[src/rtl/vga_timing_gen.sv]
// VGA raster generator: programmable timing and sync polarity, integer pixel/line
// replication, and a 1-cycle-latency pixel-fetch port feeding registered colour/sync outputs.
module vga_timing_gen #(
  parameter int H_ACTIVE   = 640,
  parameter int H_FRONT    = 16,
  parameter int H_PULSE    = 96,
  parameter int H_BACK     = 48,
  parameter int V_ACTIVE   = 480,
  parameter int V_FRONT    = 10,
  parameter int V_PULSE    = 2,
  parameter int V_BACK     = 33,
  parameter int HS_POL     = 0,
  parameter int VS_POL     = 0,
  parameter int COLOR_W    = 4,
  parameter int SCALE_LOG2 = 0
) (
  input  logic                 CLK25MHZ,
  input  logic                 ck_rst,
  output logic                 pix_req,
  output logic [9:0]           pix_x,
  output logic [9:0]           pix_y,
  input  logic [3*COLOR_W-1:0] pix_rgb,
  output logic [COLOR_W-1:0]   vga_r,
  output logic [COLOR_W-1:0]   vga_g,
  output logic [COLOR_W-1:0]   vga_b,
  output logic                 vga_hs,
  output logic                 vga_vs,
  output logic                 de,
  output logic                 next_line,
  output logic [9:0]           next_y,
  output logic                 frame_start,
  output logic                 vblank
);

  localparam int H_TOTAL = H_ACTIVE + H_FRONT + H_PULSE + H_BACK;
  localparam int V_TOTAL = V_ACTIVE + V_FRONT + V_PULSE + V_BACK;
  localparam int HW = $clog2(H_TOTAL);
  localparam int VW = $clog2(V_TOTAL);

  localparam logic [HW-1:0] H_LAST     = HW'(H_TOTAL - 1);
  localparam logic [HW-1:0] H_ACT      = HW'(H_ACTIVE);
  localparam logic [HW-1:0] H_SYNC_ON  = HW'(H_ACTIVE + H_FRONT);
  localparam logic [HW-1:0] H_SYNC_OFF = HW'(H_ACTIVE + H_FRONT + H_PULSE);
  localparam logic [VW-1:0] V_LAST     = VW'(V_TOTAL - 1);
  localparam logic [VW-1:0] V_ACT      = VW'(V_ACTIVE);
  localparam logic [VW-1:0] V_SYNC_ON  = VW'(V_ACTIVE + V_FRONT);
  localparam logic [VW-1:0] V_SYNC_OFF = VW'(V_ACTIVE + V_FRONT + V_PULSE);
  localparam logic [VW-1:0] REP_MASK   = VW'((1 << SCALE_LOG2) - 1);
  localparam logic          HS_ON      = (HS_POL != 0);
  localparam logic          VS_ON      = (VS_POL != 0);

  logic [HW-1:0] h_cnt_q, h_cnt_d;
  logic [VW-1:0] v_cnt_q, v_cnt_d;
  logic          act1_q, act1_d, hs1_q, hs1_d, vs1_q, vs1_d;
  logic          de_q, de_d, hs_q, hs_d, vs_q, vs_d;
  logic [COLOR_W-1:0] r_q, r_d, g_q, g_d, b_q, b_d;

  logic          active, hsync, vsync;
  logic [VW-1:0] l_row;

  always_comb begin
    h_cnt_d = h_cnt_q + HW'(1);
    v_cnt_d = v_cnt_q;
    if (h_cnt_q == H_LAST) begin
      h_cnt_d = '0;
      v_cnt_d = (v_cnt_q == V_LAST) ? '0 : v_cnt_q + VW'(1);
    end

    active = (h_cnt_q < H_ACT) && (v_cnt_q < V_ACT);
    hsync  = (h_cnt_q >= H_SYNC_ON) && (h_cnt_q < H_SYNC_OFF);
    vsync  = (v_cnt_q >= V_SYNC_ON) && (v_cnt_q < V_SYNC_OFF);

    pix_req     = active;
    pix_x       = active ? 10'(h_cnt_q >> SCALE_LOG2) : '0;
    pix_y       = active ? 10'(v_cnt_q >> SCALE_LOG2) : '0;
    frame_start = (h_cnt_q == '0) && (v_cnt_q == '0);
    vblank      = (v_cnt_q >= V_ACT);

    // Prefetch the row the next line will show, once per replica group.
    l_row     = (v_cnt_q == V_LAST) ? '0 : v_cnt_q + VW'(1);
    next_line = (h_cnt_q == H_SYNC_ON) && (l_row < V_ACT) && ((l_row & REP_MASK) == '0);
    next_y    = next_line ? 10'(l_row >> SCALE_LOG2) : '0;

    act1_d = active;
    hs1_d  = hsync;
    vs1_d  = vsync;

    // pix_rgb answers the request made one cycle earlier, now in stage 1.
    de_d = act1_q;
    r_d  = act1_q ? pix_rgb[3*COLOR_W-1:2*COLOR_W] : '0;
    g_d  = act1_q ? pix_rgb[2*COLOR_W-1:COLOR_W]   : '0;
    b_d  = act1_q ? pix_rgb[COLOR_W-1:0]           : '0;
    hs_d = hs1_q ? HS_ON : ~HS_ON;
    vs_d = vs1_q ? VS_ON : ~VS_ON;
  end

  always_ff @(posedge CLK25MHZ or posedge ck_rst) begin
    if (ck_rst) begin
      h_cnt_q <= '0;
      v_cnt_q <= '0;
      act1_q  <= 1'b0;
      hs1_q   <= 1'b0;
      vs1_q   <= 1'b0;
      de_q    <= 1'b0;
      r_q     <= '0;
      g_q     <= '0;
      b_q     <= '0;
      hs_q    <= ~HS_ON;
      vs_q    <= ~VS_ON;
    end else begin
      h_cnt_q <= h_cnt_d;
      v_cnt_q <= v_cnt_d;
      act1_q  <= act1_d;
      hs1_q   <= hs1_d;
      vs1_q   <= vs1_d;
      de_q    <= de_d;
      r_q     <= r_d;
      g_q     <= g_d;
      b_q     <= b_d;
      hs_q    <= hs_d;
      vs_q    <= vs_d;
    end
  end

  assign vga_r  = r_q;
  assign vga_g  = g_q;
  assign vga_b  = b_q;
  assign vga_hs = hs_q;
  assign vga_vs = vs_q;
  assign de     = de_q;

endmodule

[config.mk]
export PLATFORM = sky130hd
export DESIGN_NAME = vga_timing_gen
export DESIGN_NICKNAME = d
export VERILOG_FILES = /design/src/rtl/vga_timing_gen.sv
export SDC_FILE = /design/constraint.sdc
export NUM_CORES = 1
export LEC_CHECK = 0
export ABC_CLOCK_PERIOD_IN_PS = 1900
export CELL_PAD_IN_SITES_DETAIL_PLACEMENT = 0
export CELL_PAD_IN_SITES_GLOBAL_PLACEMENT = 1
export CORE_UTILIZATION = 30
export DETAILED_ROUTE_END_ITERATION = 6
export GPL_ROUTABILITY_DRIVEN = 0
export PLACE_DENSITY = 0.72
export SYNTH_ARGS = -nofsm -noshare
export SYNTH_HDL_FRONTEND = slang
export SYNTH_SLANG_ARGS = --single-unit
[constraint.sdc]
create_clock -name CLK25MHZ -period 1.9 [get_ports CLK25MHZ]
set_clock_uncertainty 0.1 [all_clocks]
set_input_delay 0.38 -clock CLK25MHZ [delete_from_list [all_inputs] [get_ports CLK25MHZ]]
set_output_delay 0.38 -clock CLK25MHZ [all_outputs]
set_load 0.005 [all_outputs]
## Yosys cells after proc, flatten, opt, wreduce, memory -nomap -nowiden

Cells that the tools add are included.

- Bits of input ports: 14
- Latch bits: 0
- Word-level logic and storage cells: 41
- Memories kept: 0
- Memory bits (writable): 0
- Memory bits (read-only): 0
- Register bits after elaboration: 38
- Output and inout bits: 49

- Divide/modulo/power cells: 0
- Multiply operators: 0
- Shift-type cells: 0
- Magnitude comparators: 8
- Bitwise logic cells: 0
- Add/sub/neg operators: 2
- Equality and inequality tests: 3
- Reductions and logical operators: 7
- Multiplexer cells: 10

Operators by type and width:

| kind | number |
|---|---|
| 10-bit 2-to-1 mux | 5 |
| 10-bit == test (second input constant) | 3 |
| 10-bit by 9-bit < comparator with 1-bit output (second input constant) | 3 |
| 10-bit by 1-bit adder with 10-bit output (second input constant) | 2 |
| 10-bit by 9-bit >= comparator with 1-bit output (second input constant) | 2 |
| 10-bit logical NOT | 2 |
| 10-bit < comparator (second input constant) | 2 |
| 4-bit 2-to-1 mux | 3 |
| 10-bit >= comparator (second input constant) | 1 |
| 1-bit logical AND | 5 |
| 1-bit 2-to-1 mux | 2 |

## Logic depth before layout (Yosys ltp)

- Depth after elaboration: 5
- Gate-level depth with buffers: 8
- Gate-level depth less buffers: 6

## Worst setup path after synthesis

No wires, ideal clock.

- Path kind: register to output
- Start point: register v_cnt_q[0]
- End point: output port next_y[0]
- Data arrival time: 1.692 ns
- Data required time: 1.420 ns
- Path buffers: 2
- Cell stages (with the launch flop): 9
- Setup slack: -0.272 ns
- Path through: dfrtp_1 buf_2 inv_1 ha_1 nor4b_2 a41o_1 mux2i_1 buf_6 nor4_1

- Word-level cells in the longest chain between the ends: 5
- Elaborated cells on any way between the ends: 6
- Those cells by class: add/sub: 1; order compare: 1; eq/ne: 1; mux: 2; reduce/logical: 1

Ends and longest elaborated chain:

| item | line | RTL |
|---|---|---|
| from (decl) | 53 | `logic [VW-1:0] v_cnt_q, v_cnt_d;` |
| from (signal assigned) | 112 | `v_cnt_q <= v_cnt_d;` |
| 10-bit by 1-bit adder with 10-bit output / 10-bit == test (equally long branches) | 80 | `l_row = (v_cnt_q == V_LAST) ? '0 : v_cnt_q + VW'(1);` |
| 10-bit 2-to-1 mux (*) | 80 |  |
| 10-bit by 9-bit < comparator with 1-bit output | 81 | `next_line = (h_cnt_q == H_SYNC_ON) && (l_row < V_ACT) && ((l_row & REP_MASK) == '0);` |
| 1-bit logical AND | 81 |  |
| 10-bit 2-to-1 mux (*) | 82 | `next_y = next_line ? 10'(l_row >> SCALE_LOG2) : '0;` |
| to (decl) | 30 | `output logic [9:0] next_y,` |

Mark *: on every way between the ends. The rest lies on a longest branch, timed or not.

## Worst setup path after layout

- Start point: register v_cnt_q[0]
- End point: output port next_y[1]

The elaborated chain is that of the path after synthesis.

==> flow_metrics.tcl <==
set metrics [dict create \
    status "finished, violations left" \
    violations "negative setup slack" \
    p_leak_nw 1.91 \
    syn_area_per_cell_um2 9.45 \
    fmaxAchievable_mhz 381 \
    start_util_pct 30.9 \
    final_cell_mix "buf_4 (77), buf_6 (50), dfrtp_1 (33), clkdlybuf4s50_1 (28), and2_4 (18)" \
    finalSetupViolCount 33 \
    coreArea_um2 7210 \
    ys_dominant_reg_cell "dfrtp_1" \
    multi_input_area_um2 1440 \
    wl_met3_um 445 \
    min_period_ns 2.63 \
    clock-root-buffer "clkbuf_8" \
    ys_seq_area_share_pct 42.7 \
    fin_setup_tns_ns -14.05 \
    holdWs_ns 0.252 \
    cts_buffers 5 \
    path_max_fanout 8 \
    p_per_area_nw_per_um2 412 \
    dp.cells 449 \
    finalCritPeriodShare_pct 138 \
    hold_path.class "reg2reg" \
    drtPass1Iterations 4 \
    num_vias 2345 \
    grt_pass1_wl_um 11600 \
    r2r-start "v_cnt_q[5]$_DFFE_PP0N_" \
    drt_wl_total_um 7080 \
    worstSetupPathType "reg2out" \
    power.total_mw 1.75 \
    clock_latency_ns 0.30 \
    finalNonFillerCells 494 \
    layout_commonest_cell "buf_4" \
    cp-end-kind "output port" \
    drt_iter0_drc 130 \
    reg2reg_depth 9 \
    synth_top_family_by_area "simple AND/OR/NAND/NOR gates" \
    num_rows 31 \
    hold_viol_final 0 \
    place_hpwl_um 4640 \
    vdd_drop_max_v 0.000426 \
    grt_max_degree 39 \
    htreeDepth 2 \
    async_reset_ff_share_pct 100 \
    cts_hold_buf 0 \
    setup_ws_ns -0.726 \
    drive_above_1_share_pct 53.7 \
    antenna_found_initial 0 \
    drv_cap 0 \
    clkSlewWorstSetupHoldPaths_ns 0.07 \
    wl_per_cell_um 14.3 \
    critical_path_required_ns 1.42 \
    cp-startpoint "v_cnt_q[0]$_DFFE_PP0N_" \
    die_y_um 88.2 \
    ys_seq_elements 38 \
    fin_util_pct 58.9 \
    globalRouteOverflowTotal 0 \
    wl_met2_um 3400 \
    ff_latch_area_um2 957 \
    synth-xor-area-share_pct 4.32 \
    ys_types 53 \
    rsz0062_at_grt "true" \
    crit_arrival_ns 2.15 \
    dr.max_layer_used "met4" \
    drc_errors 0 \
    dieArea_um2 7790 \
    fin_nets 413 \
    grt_pass1_vias 2440 \
    synth_adder_area_share_pct 2.80 \
    met1Wirelength_um 3090 \
    r2r_slack_ns -0.17 \
    die_x_um 88.2 \
    synthSimpleGateAreaFrac_pct 31.0 \
    synth_compound_area_share_pct 10.2 \
    crit_end "next_y[1]" \
    syn_inst 236 \
    r2r_end "v_cnt_q[9]$_DFFE_PP0N_" \
    fill_cells 626 \
    clockBufferDepth 2 \
    portBuffers 60 \
    area_growth_pct 90.4 \
    netlist_area_um2 2230 \
    io_pins 63 \
    synth_edf_count 0 \
    cts.sinks 38 \
    avgViaCountPerCell 4.75 \
    tritoncts "yes" \
    slew_violations 0 \
    grt_usage_pct 19.3 \
    cp-start-kind "register" \
    ys_warn_count 0 \
    synth.area.mux_share_pct 1.40 \
    final_antenna_net_count 0 \
    diodes 0 \
]
==> report_power, final <==
group	internal, mW	switching, mW	leakage, nW
logic	0.0551	0.0290	1.37
registers	0.821	0.00274	0.466
clock network	0.526	0.315	0.0683
total	1.40	0.347	1.91
==> sequential cells by signal (all words and copies together) (netlist names), 4 cells and up <==
signal	flops
vga_g	4
h_cnt_q	10
v_cnt_q	10
vga_b	4
vga_r	4
==> worst max-delay path, stage by stage, from the launching register on <==
cell and delay (ns):
dfrtp_1 0.37, buf_4 0.15, buf_4 0.13, nand2_2 0.07
buf_6 0.14, nor3_4 0.18, mux2i_2 0.32, buf_4 0.20
buf_6 0.13, nor4_4 0.03, buf_2 0.12
==> synthesized netlist by cell type (2+ instances only) <==
library cell  number  area share, %
nor4_1             6            1.7
a21oi_1            6            1.3
nand3b_1           2           0.67
and2b_2            2           0.79
a31oi_1            6            1.7
xor2_1             3            1.2
nand4_2            2            1.1
buf_4              3            1.0
o21ai_0           10            2.2
dfrtp_1           36             40
and4_1             4            1.6
mux2i_1            2           0.90
and3_1             2           0.56
and2_1            29            8.1
xnor2_1            8            3.1
clkbuf_1           3           0.50
buf_2             12            2.7
and2_2             2           0.67
nor2_1            12            2.0
ha_1               5            2.8
nand3_1           10            2.2
inv_1             10            1.7
nand4_1            3           0.84
or4_1              2           0.67
nor3_1             7            1.6
buf_6              3            1.5
o21bai_1           2           0.67
nand2_1           16            2.7
and4b_1            3            1.3
dfstp_2            2            2.4
==> final cells by class <==
class | count | share of cell area, %
well taps | 99 | 2.92
repair buffers | 171 | 36.5
clock inverters | 3 | 1.62
multi-input cells | 168 | 33.9
clock buffers | 5 | 1.62
flip-flops and latches | 38 | 22.5
inverters | 10 | 0.943
==> worst min path at each step <==
stage                    start               end  slack (ns)  depth (start not counted)
2_1_floorplan  hs1_q$_DFF_PP0_  vga_hs$_DFF_PP1_        0.24                          1
3_3_place_gp   vs1_q$_DFF_PP0_  vga_vs$_DFF_PP1_        0.24                          1
3_5_place_dp   hs1_q$_DFF_PP0_  vga_hs$_DFF_PP1_        0.25                          1
4_1_cts        vs1_q$_DFF_PP0_  vga_vs$_DFF_PP1_        0.26                          1
5_1_grt        vs1_q$_DFF_PP0_  vga_vs$_DFF_PP1_        0.28                          1
6_report       vs1_q$_DFF_PP0_  vga_vs$_DFF_PP1_        0.25                          1
==> logic make-up after synthesis <==
logic type | Yosys count
buf+inv | 31
compound gates | 34
simple gates | 113
flops | 38
xor+xnor | 11
fa+ha+maj | 5
other cells | 1
mux | 3
==> per-stage QoR <==
stage	worst slack (ns)	area, um2
2_1_floorplan	-0.125	2420
3_3_place_gp	-0.864	3580
3_5_place_dp	-0.901	3580
4_1_cts	-0.712	4130
5_1_grt	-0.824	4250
6_report	-0.726	4250
==> timing repair <==
| action | in CTS | in global routing |
|---|---|---|
| endpoints found under the setup margin | 34 | 39 |
| setup buffers | 38 | 13 |
| cloned | 1 | 0 |
| resized for setup | 179 | 50 |
| pin swaps | 22 | 15 |
==> routing by layer <==
layer / up-vias / track usage [%]
li1: 1124 / -
met1: 1107 / 25.2
met2: 96 / 32.5
met3: 18 / 3.26
met4: 0 / 6.60
met5: - / 0
No activity file was read; power rests on OpenSTA's default activity.
